### src/rtl/store_narrow.sv
// store_narrow: memory-stage store unit for the pipelined MIPS core.
//
// Places an sw/sh/sb operand into its big-endian lane of a 32-bit word.
// Word stores are written directly. Halfword and byte stores use a
// read-modify-write sequence on the word-only data memory. busy stalls
// IF/ID/EX while a store is in flight. Every output is a flop that is
// loaded from the next-state decode, so no st_* input reaches a mem_*
// strobe through combinational logic.
//
// Ports:
//   clk        rising-edge clock
//   rst        asynchronous active-low reset
//   st_valid   store request present in the MEM stage
//   st_size    00 sw, 01 sh, 10 sb, 11 reserved (always rejected)
//   st_addr    byte address of the store
//   st_data    rt value; only the low 8/16 bits are used for sb/sh
//   busy       high in every state except IDLE
//   mem_addr   latched word address while active, 0 in IDLE
//   mem_rd     one-cycle read strobe (READ state)
//   mem_rdata  synchronous read data, valid one cycle after mem_rd
//   mem_wr     one-cycle write strobe (WRITE state)
//   mem_wdata  merged write word (WRITE state), otherwise 0
//   mem_be     byte enables, bit 3 = bits 31:24 (WRITE state), otherwise 0
//   done       one-cycle pulse together with mem_wr
//   misalign   one-cycle pulse after a rejected request
module store_narrow #(
  parameter int ADDR_W = 32
) (
  input  logic              clk,
  input  logic              rst,
  input  logic              st_valid,
  input  logic [1:0]        st_size,
  input  logic [ADDR_W-1:0] st_addr,
  input  logic [31:0]       st_data,
  output logic              busy,
  output logic [ADDR_W-1:0] mem_addr,
  output logic              mem_rd,
  input  logic [31:0]       mem_rdata,
  output logic              mem_wr,
  output logic [31:0]       mem_wdata,
  output logic [3:0]        mem_be,
  output logic              done,
  output logic              misalign
);

  typedef enum logic [1:0] {
    S_IDLE  = 2'd0,
    S_READ  = 2'd1,
    S_WAIT  = 2'd2,
    S_WRITE = 2'd3
  } state_t;

  // True when the offset satisfies the alignment rule of the size code.
  function automatic logic size_ok(input logic [1:0] size, input logic [1:0] off);
    case (size)
      2'b00:   size_ok = (off == 2'b00);
      2'b01:   size_ok = (off[0] == 1'b0);
      2'b10:   size_ok = 1'b1;
      default: size_ok = 1'b0;
    endcase
  endfunction

  // Byte enables of the big-endian lane(s) a store touches.
  function automatic logic [3:0] lane_be(input logic [1:0] size, input logic [1:0] off);
    case (size)
      2'b00:   lane_be = 4'b1111;
      2'b01:   lane_be = off[1] ? 4'b0011 : 4'b1100;
      2'b10:   lane_be = 4'b1000 >> off;
      default: lane_be = 4'b0000;
    endcase
  endfunction

  // Store operand shifted into its lane; bytes outside the lane are zero.
  function automatic logic [31:0] lane_data(input logic [1:0] size, input logic [1:0] off,
                                            input logic [31:0] data);
    case (size)
      2'b00:   lane_data = data;
      2'b01:   lane_data = off[1] ? {16'h0000, data[15:0]} : {data[15:0], 16'h0000};
      2'b10:   lane_data = {data[7:0], 24'h000000} >> {off, 3'b000};
      default: lane_data = 32'h0000_0000;
    endcase
  endfunction

  // Overwrite the enabled bytes of the memory word with the lane data.
  function automatic logic [31:0] merge(input logic [31:0] old, input logic [31:0] lane,
                                        input logic [3:0] be);
    logic [31:0] mask;
    mask  = {{8{be[3]}}, {8{be[2]}}, {8{be[1]}}, {8{be[0]}}};
    merge = (old & ~mask) | (lane & mask);
  endfunction

  state_t              state_r, state_next_s;
  logic [ADDR_W-1:0]   addr_r, addr_next_s;
  logic [3:0]          be_r, be_next_s;
  logic [31:0]         lane_r, lane_next_s;
  logic [31:0]         wbuf_r, wbuf_next_s;
  logic                misalign_next_s;

  // Next-state decode and update of the latched request fields.
  always_comb begin
    state_next_s    = state_r;
    addr_next_s     = addr_r;
    be_next_s       = be_r;
    lane_next_s     = lane_r;
    wbuf_next_s     = wbuf_r;
    misalign_next_s = 1'b0;
    case (state_r)
      S_IDLE: begin
        if (st_valid) begin
          if (size_ok(st_size, st_addr[1:0])) begin
            addr_next_s = {st_addr[ADDR_W-1:2], 2'b00};
            be_next_s   = lane_be(st_size, st_addr[1:0]);
            lane_next_s = lane_data(st_size, st_addr[1:0], st_data);
            if (st_size == 2'b00) begin
              // A full word needs no read; it is written as is.
              wbuf_next_s  = st_data;
              state_next_s = S_WRITE;
            end else begin
              state_next_s = S_READ;
            end
          end else begin
            misalign_next_s = 1'b1;
          end
        end else begin
          state_next_s = S_IDLE;
        end
      end
      S_READ:  state_next_s = S_WAIT;
      S_WAIT: begin
        // mem_rdata answers the READ-cycle strobe here.
        wbuf_next_s  = merge(mem_rdata, lane_r, be_r);
        state_next_s = S_WRITE;
      end
      S_WRITE: state_next_s = S_IDLE;
      default: state_next_s = S_IDLE;
    endcase
  end

  // State and latched request registers.
  always_ff @(posedge clk or negedge rst) begin
    if (!rst) begin
      state_r <= S_IDLE;
      addr_r  <= {ADDR_W{1'b0}};
      be_r    <= 4'b0000;
      lane_r  <= 32'h0000_0000;
      wbuf_r  <= 32'h0000_0000;
    end else begin
      state_r <= state_next_s;
      addr_r  <= addr_next_s;
      be_r    <= be_next_s;
      lane_r  <= lane_next_s;
      wbuf_r  <= wbuf_next_s;
    end
  end

  // Output flops loaded from the decode of the state being entered.
  always_ff @(posedge clk or negedge rst) begin
    if (!rst) begin
      busy      <= 1'b0;
      mem_rd    <= 1'b0;
      mem_wr    <= 1'b0;
      done      <= 1'b0;
      misalign  <= 1'b0;
      mem_addr  <= {ADDR_W{1'b0}};
      mem_wdata <= 32'h0000_0000;
      mem_be    <= 4'b0000;
    end else begin
      busy      <= (state_next_s != S_IDLE);
      mem_rd    <= (state_next_s == S_READ);
      mem_wr    <= (state_next_s == S_WRITE);
      done      <= (state_next_s == S_WRITE);
      misalign  <= misalign_next_s;
      mem_addr  <= (state_next_s != S_IDLE) ? addr_next_s : {ADDR_W{1'b0}};
      mem_wdata <= (state_next_s == S_WRITE) ? wbuf_next_s : 32'h0000_0000;
      mem_be    <= (state_next_s == S_WRITE) ? be_next_s : 4'b0000;
    end
  end

endmodule

### config.mk
export PLATFORM = sky130hd
export DESIGN_NAME = store_narrow
export DESIGN_NICKNAME = d
export VERILOG_FILES = /design/src/rtl/store_narrow.sv
export SDC_FILE = /design/constraint.sdc
export NUM_CORES = 1
export LEC_CHECK = 0
export ABC_AREA = 1
export CAP_MARGIN = 0
export CORE_ASPECT_RATIO = 0.75
export CORE_MARGIN = 2
export CORE_UTILIZATION = 55
export DETAILED_ROUTE_END_ITERATION = 6
export DONT_BUFFER_PORTS = 1
export PLACE_DENSITY = 0.75
export SLEW_MARGIN = 5
export SYNTH_ARGS = -nofsm -noshare
export SYNTH_HDL_FRONTEND = slang
export SYNTH_SLANG_ARGS = --single-unit
export TNS_END_PERCENT = 20
### constraint.sdc
create_clock -name clk -period 3.4 [get_ports clk]
set_input_delay 0.34 -clock clk [delete_from_list [all_inputs] [get_ports clk]]
set_output_delay 0.34 -clock clk [all_outputs]
set_load 0.05 [all_outputs]
==> results.txt <==
The count of synthesis-stage warnings from yosys is 0. Synthesis produced a netlist whose cell count is approximately 1.1k. The initial antenna violation count is 0. In this run the tightest slew margin relative to its limit is 29.6%. The share of the core filled with cells in the final layout came out at roughly three fifths. For this run, asynchronously set or reset flops after synthesis account for 100%. After global routing the overflow that remains totals 0. The via count is 6290. The area inside the core boundary came out at 0.0145 sq mm.

The clock period could shrink to 2420 ps. The sum of negative setup slack is 0 ps. After synthesis the cells add up to ~0.008 sq mm. The CTS tree is done. The pin count of the biggest net entering global routing is 175.

During placement, the flow inserted port buffers numbering 0. The worst path arrival time came out at roughly 2700 ps. In the synthesized netlist the dominant register cell turns out to be sky130_fd_sc_hd__dfrtp_1. Setup repair after global routing left no endpoint under its margin.

The share of final-layout standard cells stronger than drive strength 1 came out at 7.91%. The checks that failed: hold timing. By startpoint and endpoint, the worst setup path is classified as flop to flop. Summed over its instances, the top area cell type makes up around 54% of the synthesized netlist area. The maximum clock rate is 414 MHz.

The H-tree was split into 4 levels. The HPWL reported at the end of detailed placement came out at 12.9 mm. In this run, CTS created clock tree buffers numbering 17.

The max-slew violation count is 0. The post-detailed-route wirelength per cell came out at 15.7 um. By instance count, the leading cell after synthesis is sky130_fd_sc_hd__nand2_1. The routability-driven placement congestion ratio is roughly 0.87. The portion of the post-synthesis area used by sequential elements came out at between 50% and 60%. The combinational cell fraction of total power came out at 28.0%. The maximum number of buffers from clock root to sink came out at 2. In the final design database the tool counted 1140 nets. The clock slew at the register clock pins of the worst setup and hold paths is around 70 ps. The flow ran to the end, but the final reports show violations. The count of cells resized by post-cts repair came out at 0. The DRC violation total after the first TritonRoute iteration is 614. In the post-synthesis netlist, the biggest area contributors are sky130_fd_sc_hd__dfrtp_1, sky130_fd_sc_hd__nand2_1, sky130_fd_sc_hd__nor2_1. Summed over all instances, the cell type with the most area after synthesis is sky130_fd_sc_hd__dfrtp_1.

The first-pass GRT wire length came out at 31.1 mm. The source-to-sink clock delay at the later pin of the worst-skew pair came out at around 440 ps. The total count of hold-check failures in the final report is 174. The area used by multi-input combinational logic came out at between 0.002 and 0.003 sq mm.

The flip-flop and latch count after synthesis is 174. The critical path ends at mem_addr[28]. A synthesized cell averages 7.63 sq um. The worst setup path is captured at a flop. The nature of the critical path startpoint is a flop.

The startpoint of the worst setup timing path is state_r[0]. The number of global-route vias before repair came out at about 5.9k. Dividing the detail-routed via count by the number of cells gives 5.04.

The die boundary width came out at 144 um. In this run, the clock network consumes between 20% and 30% of the power. The power per standard cell area came out at 917 mW/mm^2. The count of flip-flops with a built-in enable after synthesis came out at 0. The worst register-to-register path begins at state_r[0]. The sum of met2 wire segment lengths after detailed routing came out at 8.47 mm. The die covers 0.0157 sq mm.

The highest routed metal layer is met4. Detailed routing placed a total of 2.24 mm of wire on met3. The count of nets left with antenna violations once routing finished came out at 0.

The analysis attributes to cell leakage a power of 4.96 nW. The pre-antenna-repair detailed-routing pass consisted of 6 iterations. The clock net sink count is roughly 170. The post-synthesis cell type count came out at 22. The required time of the worst setup path is 3690 ps.

The area overhead of the layout relative to synthesis came out at 7.57%. The class of the tightest hold or removal check is primary input to async pin. The pin slew with the least headroom to its limit is between 1000 and 1500 ps. The worst setup slack for register-to-register paths is 980 ps. Across every metal layer, demand over resource in global routing totals 26.1%. After layout, the worst path uses 71.1% of the clock period. The effective utilization at floorplan is approximately 56%. The number of nets handed over by synthesis was 1165. The commonest cells after synthesis are sky130_fd_sc_hd__nand2_1, sky130_fd_sc_hd__dfrtp_1, sky130_fd_sc_hd__nor2_1. The height of the die came out at 109 um. The number of antenna diodes in the final layout is 0. Setup violations remaining at the end of the flow were counted as 0.

The worst setup slack after layout is 983 ps. The endpoint identified for the worst register-to-register timing path is mem_addr[28]. Row generation in the floorplan step produced 38 rows.

OpenSTA, run right after detailed placement, puts the worst setup slack at between 1000 and 1500 ps. The final-layout worst hold slack came out at -402 ps. The sequential power share is 47.8%.

The switching power came out at 3.46 mW. Net switching is 43.3% of the power. For this design the top-level I/O count stands at 174. The maximum ir drop on the vdd rail came out at approximately 0.5 mV. Cell internal power was estimated by the tool at 4.53 mW.

The footprint of the flip-flops and latches is 0.00435 sq mm. Max-cap violations in this run came to 0. On the final layout, the worst clock skew is 7.76 ps.

The worst reg-to-reg path cell count is 10. The CTS root buffer is sky130_fd_sc_hd__clkbuf_16. The final routed wirelength across all metal layers came out at between 15 and 20 mm.

After detailed routing, the number of remaining DRC violations is 0. The filler cell count in the final layout came out at between 1k and 1.5k. Along the worst path, the maximum fanout reaches 33. The total routed wire length on the met1 layer is 8.64 mm.
repair_timing:
action | 4_1_cts | 5_1_grt
hold endpoints to repair | 174 | 174
endpoints found under the setup margin | 0 | 0
buffers inserted | 0 | 0
layer usage:
layer  GRT usage [%]  up-vias
li1                -     3123
met1            36.5     2860
met2            37.6      285
met3            10.7       22
met4            7.35        0
met5               0        -
cell type report:
class / count / area share, %
multi-input cells: 671 / 32.8
repair buffers: 7 / 0.603
inverters: 166 / 7.15
flip-flops and latches: 174 / 50.0
clock buffers: 17 / 4.88
well taps: 200 / 2.87
clock inverters: 14 / 1.72
power by group through the flow:
stage | combinational [mW] | sequential, mW | clock [mW]
final | 2.24 | 3.82 | 1.93
after global routing | 2.63 | 3.89 | 2.05
after CTS | 2.25 | 3.82 | 1.95
after detailed placement | 2.24 | 3.85 | 0
after global placement | 2.15 | 3.84 | 0
after floorplan | 1.91 | 3.68 | 0
per-stage QoR:
| stage | std cells | total power, mW | area (sq um) |
|---|---|---|---|
| global route | 1249 | 8.57 | 8710 |
| global placement | 1218 | 5.99 | 8140 |
| CTS | 1249 | 8.02 | 8710 |
| floorplan | 1062 | 5.59 | 8100 |
| detailed placement | 1218 | 6.09 | 8140 |
| finish | 1249 | 7.99 | 8710 |
registers in the layout, summed over array words and instances, names as in the netlist:
signal	cells
misalign	1
mem_wdata	32
busy	1
mem_rd	1
be_r	4
state_r	2
done	1
lane_r	32
addr_r	32
mem_addr	32
wbuf_r	32
mem_be	4
worst min path at each step:
stage                     from           end  cells after the start
after floorplan            rst     addr_r[0]                      0
after global placement     rst  mem_wdata[2]                      0
after detailed placement   rst  mem_addr[26]                      0
after CTS                  rst  mem_addr[14]                      0
after global routing       rst    addr_r[16]                      0
final                      rst  mem_addr[26]                      0
cell usage in the layout, fill, tap and decap left out, types with 3 or more instances in the layout:
cell,n
sky130_fd_sc_hd__a21oi_1,30
sky130_fd_sc_hd__buf_4,7
sky130_fd_sc_hd__clkbuf_16,17
sky130_fd_sc_hd__dfrtp_1,174
sky130_fd_sc_hd__inv_1,152
sky130_fd_sc_hd__inv_2,14
sky130_fd_sc_hd__inv_6,6
sky130_fd_sc_hd__nand2_1,298
sky130_fd_sc_hd__nand2_2,4
sky130_fd_sc_hd__nand2_4,3
sky130_fd_sc_hd__nand3_1,99
sky130_fd_sc_hd__nor2_1,170
sky130_fd_sc_hd__nor2_2,21
sky130_fd_sc_hd__o21ai_0,35
sky130_fd_sc_hd__o21ai_1,4
critical path: stages, from the launching register on:
cell,delay [ps]
sky130_fd_sc_hd__dfrtp_1,360
sky130_fd_sc_hd__inv_1,100
sky130_fd_sc_hd__ha_1,180
sky130_fd_sc_hd__buf_4,340
sky130_fd_sc_hd__inv_1,140
sky130_fd_sc_hd__nand2_1,100
sky130_fd_sc_hd__o21ai_0,90
sky130_fd_sc_hd__inv_1,90
sky130_fd_sc_hd__nand2_2,100
sky130_fd_sc_hd__nor2_4,650
sky130_fd_sc_hd__nor2_1,100
cells by family (layout without fill, tap and decap cells):
logic type	after synthesis	in the layout	synth area share (%)
AND/OR/NAND/NOR	599	599	30.6
adder cells (fa/ha/maj)	2	2	0.309
flip-flops	174	174	53.7
AO/OA/AOI/OAI	70	70	4.36
buffers and inverters	217	204	11.0
Note: power is estimated with default switching activity, not from simulation.
